`src/rtl/reg_port_seq_pkg.sv`:
```
// Shared width defaults and FSM state encoding for the register-file port sequencer.
// The bypass option (REG_PORT_SEQ_BYPASS_EN) does not change anything defined here.
package reg_port_seq_pkg;

  localparam int unsigned REG_SZ_DEFAULT = 32;
  localparam int unsigned IDX_W_DEFAULT  = 5;

  typedef enum logic [2:0] {
    StIdle,
    StRd1Iss,
    StRd1Cap,
    StRd2Iss,
    StRd2Cap,
    StResp,
    StWbIss,
    StWbDone
  } state_e;

endpackage

```
`src/rtl/reg_port_seq_bypass.sv`:
```
// Single last-write entry used to short-circuit source reads.
// Index 0 always hits and returns zero; it is only instantiated under REG_PORT_SEQ_BYPASS_EN.
module reg_port_seq_bypass
  import reg_port_seq_pkg::*;
#(
  parameter int unsigned REG_SZ = REG_SZ_DEFAULT,
  parameter int unsigned IDX_W  = IDX_W_DEFAULT
) (
  input  logic              clk,
  input  logic              rst,
  input  logic              upd,
  input  logic [IDX_W-1:0]  upd_idx,
  input  logic [REG_SZ-1:0] upd_data,
  input  logic [IDX_W-1:0]  idx_a,
  input  logic [IDX_W-1:0]  idx_b,
  output logic              hit_a,
  output logic              hit_b,
  output logic [REG_SZ-1:0] data_a,
  output logic [REG_SZ-1:0] data_b
);

  logic              ent_valid;
  logic [IDX_W-1:0]  ent_idx;
  logic [REG_SZ-1:0] ent_data;

  always_ff @(posedge clk or posedge rst) begin
    if (rst) begin
      ent_valid <= 1'b0;
      ent_idx   <= '0;
      ent_data  <= '0;
    end else if (upd) begin
      ent_valid <= 1'b1;
      ent_idx   <= upd_idx;
      ent_data  <= upd_data;
    end
  end

  always_comb begin
    hit_a  = (idx_a == '0) || (ent_valid && (ent_idx == idx_a));
    hit_b  = (idx_b == '0) || (ent_valid && (ent_idx == idx_b));
    data_a = (idx_a == '0) ? '0 : ent_data;
    data_b = (idx_b == '0) ? '0 : ent_data;
  end

endmodule

```
`src/rtl/reg_port_seq.sv`:
```
// Sequences two-source reads and single writebacks onto a one-port register file.
// Define REG_PORT_SEQ_BYPASS_EN to add a last-write bypass that skips file reads on a hit.
module reg_port_seq
  import reg_port_seq_pkg::*;
#(
  parameter int unsigned REG_SZ = REG_SZ_DEFAULT,
  parameter int unsigned IDX_W  = IDX_W_DEFAULT
) (
  input  logic              clk,
  input  logic              rst,
  input  logic              rd_valid,
  output logic              rd_ready,
  input  logic [IDX_W-1:0]  rs1,
  input  logic [IDX_W-1:0]  rs2,
  output logic              resp_valid,
  input  logic              resp_ready,
  output logic [REG_SZ-1:0] rs1_val,
  output logic [REG_SZ-1:0] rs2_val,
  input  logic              wb_valid,
  output logic              wb_ready,
  input  logic [IDX_W-1:0]  wb_idx,
  input  logic [REG_SZ-1:0] wb_data,
  output logic [IDX_W-1:0]  r_idx,
  output logic              re,
  output logic [IDX_W-1:0]  w_idx,
  output logic              we,
  output logic [REG_SZ-1:0] din,
  input  logic [REG_SZ-1:0] dout
);

  state_e           state;
  logic [IDX_W-1:0] rs2_idx;
  logic             idle;

  assign idle = (state == StIdle);

  // Writes take priority so a read issued alongside a write sees the new value.
  assign wb_ready = idle && !rst;
  assign rd_ready = idle && !rst && !wb_valid;

`ifdef REG_PORT_SEQ_BYPASS_EN
  logic              hit1;
  logic              hit2;
  logic [REG_SZ-1:0] byp1;
  logic [REG_SZ-1:0] byp2;
  logic              rs2_hit;
  logic              ent_upd;

  assign ent_upd = (state == StWbIss) && (w_idx != '0);

  reg_port_seq_bypass #(
    .REG_SZ (REG_SZ),
    .IDX_W  (IDX_W)
  ) u_bypass (
    .clk      (clk),
    .rst      (rst),
    .upd      (ent_upd),
    .upd_idx  (w_idx),
    .upd_data (din),
    .idx_a    (rs1),
    .idx_b    (rs2),
    .hit_a    (hit1),
    .hit_b    (hit2),
    .data_a   (byp1),
    .data_b   (byp2)
  );
`endif

  always_ff @(posedge clk or posedge rst) begin
    if (rst) begin
      state      <= StIdle;
      re         <= 1'b0;
      we         <= 1'b0;
      resp_valid <= 1'b0;
      rs1_val    <= '0;
      rs2_val    <= '0;
      r_idx      <= '0;
      w_idx      <= '0;
      din        <= '0;
      rs2_idx    <= '0;
`ifdef REG_PORT_SEQ_BYPASS_EN
      rs2_hit    <= 1'b0;
`endif
    end else begin
      // Strobes are single-cycle pulses; only the issuing transitions raise them.
      re <= 1'b0;
      we <= 1'b0;
      unique case (state)
        StIdle: begin
          if (wb_valid) begin
            state <= StWbIss;
            w_idx <= wb_idx;
            din   <= wb_data;
            we    <= (wb_idx != '0);
          end else if (rd_valid) begin
            rs2_idx <= rs2;
`ifdef REG_PORT_SEQ_BYPASS_EN
            rs2_hit <= hit2;
            if (hit2) rs2_val <= byp2;
            if (hit1) begin
              rs1_val <= byp1;
              if (hit2) begin
                state      <= StResp;
                resp_valid <= 1'b1;
              end else begin
                state <= StRd2Iss;
                re    <= 1'b1;
                r_idx <= rs2;
              end
            end else begin
              state <= StRd1Iss;
              re    <= 1'b1;
              r_idx <= rs1;
            end
`else
            state <= StRd1Iss;
            re    <= 1'b1;
            r_idx <= rs1;
`endif
          end
        end
        StRd1Iss: state <= StRd1Cap;
        StRd1Cap: begin
          rs1_val <= dout;
`ifdef REG_PORT_SEQ_BYPASS_EN
          if (rs2_hit) begin
            state      <= StResp;
            resp_valid <= 1'b1;
          end else begin
            state <= StRd2Iss;
            re    <= 1'b1;
            r_idx <= rs2_idx;
          end
`else
          state <= StRd2Iss;
          re    <= 1'b1;
          r_idx <= rs2_idx;
`endif
        end
        StRd2Iss: state <= StRd2Cap;
        StRd2Cap: begin
          rs2_val    <= dout;
          state      <= StResp;
          resp_valid <= 1'b1;
        end
        StResp: begin
          if (resp_ready) begin
            resp_valid <= 1'b0;
            state      <= StIdle;
          end
        end
        StWbIss:  state <= StWbDone;
        StWbDone: state <= StIdle;
        default:  state <= StIdle;
      endcase
    end
  end

endmodule

```
`config.mk`:
```
export PLATFORM = sky130hd
export DESIGN_NAME = reg_port_seq
export DESIGN_NICKNAME = d
export VERILOG_FILES = /design/src/rtl/reg_port_seq_pkg.sv /design/src/rtl/reg_port_seq_bypass.sv /design/src/rtl/reg_port_seq.sv
export SDC_FILE = /design/constraint.sdc
export NUM_CORES = 1
export LEC_CHECK = 0
export BUFFER_PORTS_ARGS = -buffer_cell sky130_fd_sc_hd__buf_2
export CAP_MARGIN = 15
export CORE_MARGIN = 4
export CORE_UTILIZATION = 43
export CTS_CLUSTER_DIAMETER = 80
export DETAILED_ROUTE_END_ITERATION = 8
export PLACE_DENSITY = 0.79
export SLEW_MARGIN = 20
export SYNTH_ARGS = -nofsm -noshare
export SYNTH_HDL_FRONTEND = slang
export SYNTH_SLANG_ARGS = --single-unit
```
`constraint.sdc`:
```
create_clock -name clk -period 3.2 [get_ports clk]
set_input_delay 0.32 -clock clk [delete_from_list [all_inputs] [get_ports clk]]
set_output_delay 0.32 -clock clk [all_outputs]
set_load 0.01 [all_outputs]
```
==> impl_results.md <==
- LEAKAGE: 3.28 nW
- Maximum buffer depth of the clock tree: 2
- Pin count of the biggest net entering global routing: 46
- Main area contributors after synthesis: dfrtp_1, mux2_2, nand2_1, mux2_4, buf_12
- Total number of H-tree levels: 4
- Total Nets Final: roughly 650
- Cells after Synth: roughly 360
- Layout cell share with drive strength beyond 1: 53.4%
- Slew of the pin with the lowest slew margin: 0.687 ns
- Initial Utilization: 44.7%
- Status: completed
- CP max FO: 12
- Reg power frac: between 30% and 40%
- FF+latch count, synth: 117
- Antenna violations before repair: 0
- Clock sinks: 117
- Sequential area share after synthesis: a little over three fifths
- Vias: ~3400
- Clk pin slew, worst setup/hold paths: 0.05 ns
- Distinct cell type count after synthesis: 27
- CTS Buf Count: 17
- Clk Latency, worst-skew pair: 0.51 ns
- Crit path capture type: primary output
- Dpl cell area: 0.00570 sq mm
- Avg Synthesized Cell Area: 13.1 sq um
- Hold Path Cell Cnt: 3
- Routed wire length: around 11 mm
- Core area: 0.0105 sq mm
- DRT iter0 DRCs: 240
- HP Class: input port to flop
- Area added between synthesis and finish: 35.8%
- Comb power frac: 36.8%
- PD cells: between 1000 and 1500 mW/mm^2
- Average wire per standard cell: around 16 um
- F_max: 461 MHz
- Die height: 112 um
- Unrepaired setup endpoints after global routing: no
- CP required: ~2.9 ns
- HPWL Detailed: just over 8 mm
- Slew Limit Fails: 0
- Mapped Area: 0.00467 sq mm
- DRT Pass-1 Iters: 5
- Final Skew: 0.00714 ns
- Grt total ovfl: 0
- Core Rows: 37
- Maximum Capacitance Violations: 0
- Setup-failing EPs final: 0
- Synth top area share: 62.6%
- Hold Vio Cnt, Final: 0
- Kind of critical path: flop to primary output
- Global-route wire length before repair: 19.0 mm
- Rel. slew slack: a little over half
- Final Critical Period: between 2 and 2.5 ns
- DIE WIDTH: 112 um
- Tot GR Track Use: approximately a fifth
- Sw Ratio: 33.1%
- Number of synthesis warnings: 0
- IO Port Bufs: 194
- I/O Pins: between 150 and 200
- Synth area leader: dfrtp_1
- Part of the cycle the worst path needs: between 60% and 70%
- Fill count: 855
- Final standard cell area without fillers: 0.00635 sq mm
- CP Launch Type: flop
- Die area: 0.0126 sq mm
- Vias in the first global route: 3756
- Vias/cell: 4.85
- Worst reg-to-reg path cell count: 3
- DRC Markers: 0
- Fin Hold WS: 0.0230 ns
- Critical Path AT: 1.85 ns
- CTS tree: built
- CTS root buf: clkbuf_8
- Switching Power: 2.34 mW
- ANT cells: 0
- Clock power frac: 25.3%
- Syn nets: 440
- Gpl congestion: about 0.85
- Peak supply drop: 0.538 mV
- Final ANT Viol Nets: 0
- Setup TNS: 0 ns
- Cell-internal power: 4.73 mW
## layout make-up
type / count / area, sq um / share of cell area (%)
clock buffer: 29 / 539 / 8.50
clock inverter: 2 / 35.0 / 0.552
inverter: 3 / 15.0 / 0.237
multi-input combinational: 218 / 1560 / 24.6
sequential: 117 / 2930 / 46.1
tap: 136 / 170 / 2.68
timing repair buffer: 206 / 1100 / 17.3
## power groups by stage
stage | Sequential, mW | Combinational [mW] | Clock, mW
6_report | 2.68 | 2.60 | 1.79
5_1_grt | 2.78 | 2.86 | 1.91
4_1_cts | 2.69 | 2.65 | 1.83
3_5_place_dp | 2.70 | 2.62 | 0
3_3_place_gp | 2.64 | 2.55 | 0
2_1_floorplan | 2.95 | 1.37 | 0
## registers in the layout (all words and copies together) (netlist names), 3 cells and up
| register | cells |
|---|---|
| din | 32 |
| r_idx | 5 |
| rs1_val | 32 |
| rs2_idx | 5 |
| rs2_val | 32 |
| state | 3 |
| w_idx | 5 |
## synth_stat cells
master,instances
o21a_1,1
a31oi_1,5
nor2b_1,1
nand2b_1,2
nor3_4,1
a21o_1,1
mux2_2,55
buf_2,4
o21ai_0,9
and3b_1,1
nand2_1,101
or3b_1,1
mux2_4,19
inv_1,3
a22oi_1,1
or3_1,1
a21oi_1,6
or4_1,1
dfrtp_1,117
buf_12,3
buf_4,6
nor2_1,7
clkbuf_1,1
and2_4,1
nor3b_4,2
nor3_1,2
buf_6,4
## path summary, 6_finish.rpt
| kind | startpoint | end | slack (ns) |
|---|---|---|---|
| max | state[1] | rd_ready | 1.03 |
| min | dout[10] | rs1_val[10] | 0.02 |
| max reg2reg | state[1] | din[3] | 1.22 |
| min in group asynchronous | rst | r_idx[1] | 0.35 |
| min reg2reg | rs1_val[0] | rs1_val[0] | 0.47 |
| max in group asynchronous | rst | rs1_val[13] | 1.91 |
## repair_timing
| action | CTS | global route |
|---|---|---|
| endpoints found under the hold margin | 4 | 11 |
| resized for setup | 0 | 0 |
| setup buffers | 0 | 0 |
| hold buffers | 4 | 1 |
## per-layer routing
metal,vias to the layer above,share of wire [%],GRT usage [%]
li1,1604,-,-
met1,1677,41,23.0
met2,155,49,31.4
met3,10,8.7,6.20
met4,0,1.0,7.13
met5,-,0,0
## placed cells by master, fill, tap and decap left out, types with 4 or more instances in the layout
master / instances
a31oi_1: 5
mux2_2: 55
dfrtp_1: 117
clkbuf_1: 4
dlygate4sd3_1: 5
nand2_1: 101
clkbuf_16: 16
a21oi_1: 6
mux2_4: 19
buf_4: 5
buf_2: 194
o21ai_0: 9
clkbuf_8: 9
nor2_1: 7
## per-stage QoR
step | utilization (%) | cells | worst slack (ns) | power [mW]
6_report | 60.7 | 711 | 1.03 | 7.07
5_1_grt | 60.7 | 711 | 0.893 | 7.55
4_1_cts | 60.4 | 709 | 0.995 | 7.16
3_5_place_dp | 54.5 | 674 | 1.24 | 5.32
3_3_place_gp | 54.5 | 674 | 1.28 | 5.19
2_1_floorplan | - | 356 | 1.45 | 4.31
## critical path, stage by stage (launching register included)
cell and delay (ns):
dfrtp_1 0.52, or3_1 0.52, nor3_1 0.16, buf_2 0.15
## cell families (layout without fill, tap and decap cells)
logic type	after synthesis	count (layout)	share of synthesized area (%)
AO/OA/AOI/OAI	23	23	2.76
buffers and inverters	21	240	3.96
flip-flops	117	117	62.6
multiplexers	74	74	19.4
AND/OR/NAND/NOR	121	121	11.3
(Power assumes the default switching activity.)
